`src/rtl/priority_decoder_pkg.sv`:
```
// priority_decoder shared types.
// FSM state encoding and timer/counter width.
package priority_decoder_pkg;

  localparam int CNT_W = 8;

  typedef enum logic [1:0] {
    IDLE  = 2'd0,
    DRIVE = 2'd1,
    GAP   = 2'd2
  } state_t;

endpackage

```
`src/rtl/priority_decoder_hold_timer.sv`:
```
// hold_timer: loadable down-counter.
// Stops at zero; zero flag reads the stored count.
module hold_timer
  import priority_decoder_pkg::*;
(
  input  logic             clk,
  input  logic             rst,
  input  logic             load,
  input  logic             en,
  input  logic [CNT_W-1:0] load_val,
  output logic             zero
);

  logic [CNT_W-1:0] cnt;

  // load has priority; count down only while nonzero
  always_ff @(posedge clk) begin
    if (rst) begin
      cnt <= '0;
    end else if (load) begin
      cnt <= load_val;
    end else if (en && cnt != '0) begin
      cnt <= cnt - 1'b1;
    end
  end

  assign zero = (cnt == '0);

endmodule

```
`src/rtl/priority_decoder.sv`:
```
// priority_decoder: index -> one-hot, held HOLD_CYCLES.
// Option: PRIORITY_DECODER_PARITY_EN adds code_par/par_err.
module priority_decoder
  import priority_decoder_pkg::*;
#(
  parameter int CODE_W      = 2,
  parameter int N_OUT       = 2**CODE_W,
  parameter int HOLD_CYCLES = 4
) (
  input  logic              clk,
  input  logic              rst,
  input  logic [CODE_W-1:0] code,
  input  logic              code_vld,
  output logic              code_rdy,
  output logic [N_OUT-1:0]  y,
  output logic              y_vld,
  output logic [7:0]        evt_cnt
`ifdef PRIORITY_DECODER_PARITY_EN
  ,
  input  logic              code_par,
  output logic              par_err
`endif
);

  localparam logic [CNT_W-1:0] LOAD_V =
    CNT_W'(HOLD_CYCLES - 1);
  localparam logic [CODE_W:0] N_LIM =
    (CODE_W+1)'(N_OUT);

  state_t            state;
  state_t            state_nx;
  logic [CODE_W-1:0] code_q;
  logic              accept;
  logic              par_bad;
  logic              good;
  logic              in_rng;
  logic              tmr_zero;
  logic              tmr_en;

  assign accept = code_vld & code_rdy;
`ifdef PRIORITY_DECODER_PARITY_EN
  assign par_bad = ^{code, code_par};
`else
  assign par_bad = 1'b0;
`endif
  assign good   = accept & ~par_bad;
  assign in_rng = ({1'b0, code} < N_LIM);
  assign tmr_en = (state == DRIVE);

  hold_timer u_tmr (
    .clk      (clk),
    .rst      (rst),
    .load     (good),
    .en       (tmr_en),
    .load_val (LOAD_V),
    .zero     (tmr_zero)
  );

  // state register
  always_ff @(posedge clk) begin
    if (rst) begin
      state <= IDLE;
    end else begin
      state <= state_nx;
    end
  end

  // next-state logic
  always_comb begin
    state_nx = state;
    unique case (state)
      IDLE:    if (good) state_nx = DRIVE;
      DRIVE:   if (tmr_zero) state_nx = GAP;
      GAP:     state_nx = IDLE;
      default: state_nx = IDLE;
    endcase
  end

  // outputs decoded from state and latched code
  always_comb begin
    code_rdy = (state == IDLE);
    y_vld    = (state == DRIVE);
    y        = '0;
    for (int i = 0; i < N_OUT; i++) begin
      y[i] = (state == DRIVE) &&
             ({1'b0, code_q} == (CODE_W+1)'(i));
    end
  end

  // latched code and event counter
  always_ff @(posedge clk) begin
    if (rst) begin
      code_q  <= '0;
      evt_cnt <= '0;
    end else if (good) begin
      code_q <= code;
      if (in_rng) evt_cnt <= evt_cnt + 8'd1;
    end
  end

`ifdef PRIORITY_DECODER_PARITY_EN
  // one-cycle pulse when a bad-parity code is dropped
  always_ff @(posedge clk) begin
    if (rst) begin
      par_err <= 1'b0;
    end else begin
      par_err <= accept & par_bad;
    end
  end
`endif

endmodule
```
`config.mk`:
```
export PLATFORM = sky130hd
export DESIGN_NAME = priority_decoder
export DESIGN_NICKNAME = d
export VERILOG_FILES = /design/src/rtl/priority_decoder_pkg.sv /design/src/rtl/priority_decoder_hold_timer.sv /design/src/rtl/priority_decoder.sv
export SDC_FILE = /design/constraint.sdc
export NUM_CORES = 1
export LEC_CHECK = 0
export ABC_AREA = 1
export CORE_UTILIZATION = 46
export CTS_CLUSTER_DIAMETER = 150
export DETAILED_ROUTE_END_ITERATION = 8
export HOLD_SLACK_MARGIN = 0.03
export MAX_ROUTING_LAYER = met4
export PLACE_DENSITY = 0.74
export SLEW_MARGIN = 20
export SYNTH_ARGS = -nofsm -noshare
export SYNTH_HDL_FRONTEND = slang
export SYNTH_SLANG_ARGS = --single-unit
export TNS_END_PERCENT = 5
```
`constraint.sdc`:
```
create_clock -name clk -period 1.4 [get_ports clk]
set_clock_uncertainty 0.15 [all_clocks]
set_input_delay 0.14 -clock clk [delete_from_list [all_inputs] [get_ports clk]]
set_output_delay 0.14 -clock clk [all_outputs]
set_load 0.01 [all_outputs]
```
==> flow_summary.ini <==
[timing]
slew_viol_final = 0
rsz0062_at_grt = yes
fin_ws_ns = -0.0782
fin_hold_ws_ns = 0.280
max_freq_ghz = 0.677
maxSlewHeadroom_pct = 83.6
fin_crit_ns = 1.48
fin_crit_sh_pct = 106
worstMarginPinSlew_ns = 0.246
setup_viol = 10
hold_viol_final = 0

[synthesis]
synthTopCellsByArea = dfxtp_1, nand2_1, nor2_1
ys_seq_elements = 20
synth_common_cells = nand2_1, nor2_1, dfxtp_1, inv_1
synthArstFlopShare_pct = 0
synthFlopType = dfxtp_1
synth.avg_cell_area_um2 = 7.29
yosysMostFrequentCell = nand2_1
synth_edf_count = 0
synth_top_area_share_pct = 36.4
synth_fp_nets = 159
ys_seq_area_share_pct = 36.4
ys.warnings.count = 0
synth_area_leader_cell = dfxtp_1
netlist_instances = 151
ys_types = 27
synth_area_um2 = 1100

[route]
ant_nets = 0
drt-initial-drc-count = 24
first_pass_iters = 6
wl_per_cell_um = 12.8
drc = 0
routed_wl_um = 2810
vias_per_cell = 5.15
vias = 1128

[floorplanning]
dieArea_um2 = 2590
fp.dieW_um = 50.9
rows = 17
initial_core_util_pct = 49.3
die_height_um = 50.9
core-area_um2 = 2230
io_pins = 19

[worst_setup_path]
worst-path-buf-inv = 2
critPathMaxStageDelay_ns = 0.37
cp.required_ns = 1.11
critical_path_arrival_ns = 1.19
endpoint_kind = output port
path_cells = buf_4 -> nor2_4 -> clkdlybuf4s15_2
critical_path_class = flop to output port
worstPathMaxFanout = 3
cp_slowest_cell = dfxtp_2
startpoint_type = flop
cpLargestDelayFamily = buffers and inverters

[final_layout]
fillers = 180
area.growth.synth_to_final_pct = 44.9
drive_gt1_share_pct = 42.9
diodes = 0
finalNonFillerCells = 219
fin_nets = 200
final_cell_area_um2 = 1600

[placed_design]
hpwl_um = 1830
portBuffers = 18
place_congestion = 0.779
postPlaceCellArea_um2 = 1440
place_inst = 212

[run_status]
outcome = complete, but fails checks
violations = setup timing

[pwr]
ir_worst_vdd_mv = 0.930
p_clk_share_pct = 25.9
p_sw_mw = 0.646
p_seq_share_pct = 36.0
switching_share_pct = 34.7
pwr-share-comb_pct = 38.1
p_per_area_nw_per_um2 = 1170
p_leak_nw = 0.702
p_int_mw = 1.22

[clock_tree]
numCtsBuffers = 3
clk_path_buf_depth = 2
cts_tree = built
htree_levels = 1
worstSkewPairLatency_ns = 0.31
cts-root-buf = clkbuf_4
clk_pin_slew_ns = 0.12
hold_buffers = 0
cts_sinks = 20

[global_route]
grt_pass1_wl_um = 4230
grt_pass1_vias = 1027
grt.total_usage_pct = 22.6
grt_max_degree = 13
antenna_found_initial = 0
grt_overflow = 0

[hold_path]
hold_path.class = input pin to flop

[run]
maxCapViolCount = 0
[metal layers]
| metal | GRT usage (%) | vias up | share of wire, % |
|---|---|---|---|
| li1 | - | 560 | - |
| met3 | 5.36 | 2 | 4.6 |
| met5 | - | - | 0 |
| met1 | 23.6 | 533 | 42 |
| met4 | 8.33 | 0 | 0.75 |
| met2 | 40.8 | 33 | 53 |
[per-stage QoR]
stage               util, %  setup WS (ns)  total power [mW]  setup TNS [ns]
finish                 71.4        -0.0782              1.86          -0.213
global route           71.4         -0.122              1.97           -1.28
CTS                    67.6         -0.145              1.75          -0.479
detailed placement     64.4         -0.115              1.26           -1.40
global placement       64.4        -0.0794              1.24          -0.896
floorplan                 -         0.0641              1.05               0
[power groups by stage]
stage                     registers, mW  logic, mW  clock network (mW)
after floorplan                   0.671      0.375                   0
after global routing              0.677      0.776               0.519
after CTS                         0.663      0.592               0.492
after global placement            0.666      0.570                   0
final                             0.671      0.709               0.482
after detailed placement          0.667      0.592                   0
[tightest hold or removal path: cells and delay by family]
family / cells / cell delay (ns)
AOI/OAI and AO/OA: 2 / 0.19
buffers and inverters: 1 / 0.39
[kinds of logic (layout without fill, tap and decap cells)]
kind of cell    count (synthesis)  after routing  share of synthesized area [%]
compound gates                 26             27                           15.1
flops                          20             20                           36.4
simple gates                   77             77                           34.8
xor+xnor                        2              2                           1.59
fa+ha+maj                       3              3                           3.41
buf+inv                        23             62                           8.75
[sequential cells by signal (all words and copies together), names as in the netlist]
| register | count |
|---|---|
| state | 2 |
| code_q | 2 |
| evt_cnt | 8 |
| u_tmr.cnt | 8 |
[repair_timing]
action | in CTS | in global routing
setup endpoints to repair | 27 | 19
gates cloned | 0 | 1
buffers inserted | 0 | 2
gates resized for setup | 48 | 26
pin swaps | 3 | 6
[cell usage in the layout, fill, tap and decap left out, types with 6 or more instances in the layout]
master,synthesis,routed
o21ai_1,7,6
dlygate4sd2_1,0,8
a21oi_2,6,6
a21oi_1,7,7
nand2_1,33,29
buf_4,0,16
inv_1,20,17
dfxtp_2,0,15
nor2_1,22,20
[final cells by class]
| type | count | area [µm²] | area share, % |
|---|---|---|---|
| tap | 28 | 35.0 | 2.20 |
| timing repair buffer | 36 | 304 | 19.1 |
| clock inverter | 1 | 30.0 | 1.88 |
| inverter | 22 | 87.6 | 5.49 |
| multi-input combinational | 109 | 693 | 43.5 |
| clock buffer | 3 | 22.5 | 1.41 |
| sequential | 20 | 423 | 26.5 |
[final timing paths]
check | startpoint | to | slack (ns) | depth (start not counted)
hold reg to reg | evt_cnt[6] | evt_cnt[6] | 0.33 | 2
setup / recovery | state[1] | code_rdy | -0.08 | 3
setup reg to reg | u_tmr.cnt[0] | u_tmr.cnt[0] | -0.04 | 8
hold / removal | code[1] | code_q[1] | 0.28 | 3
(Power assumes the default switching activity.)
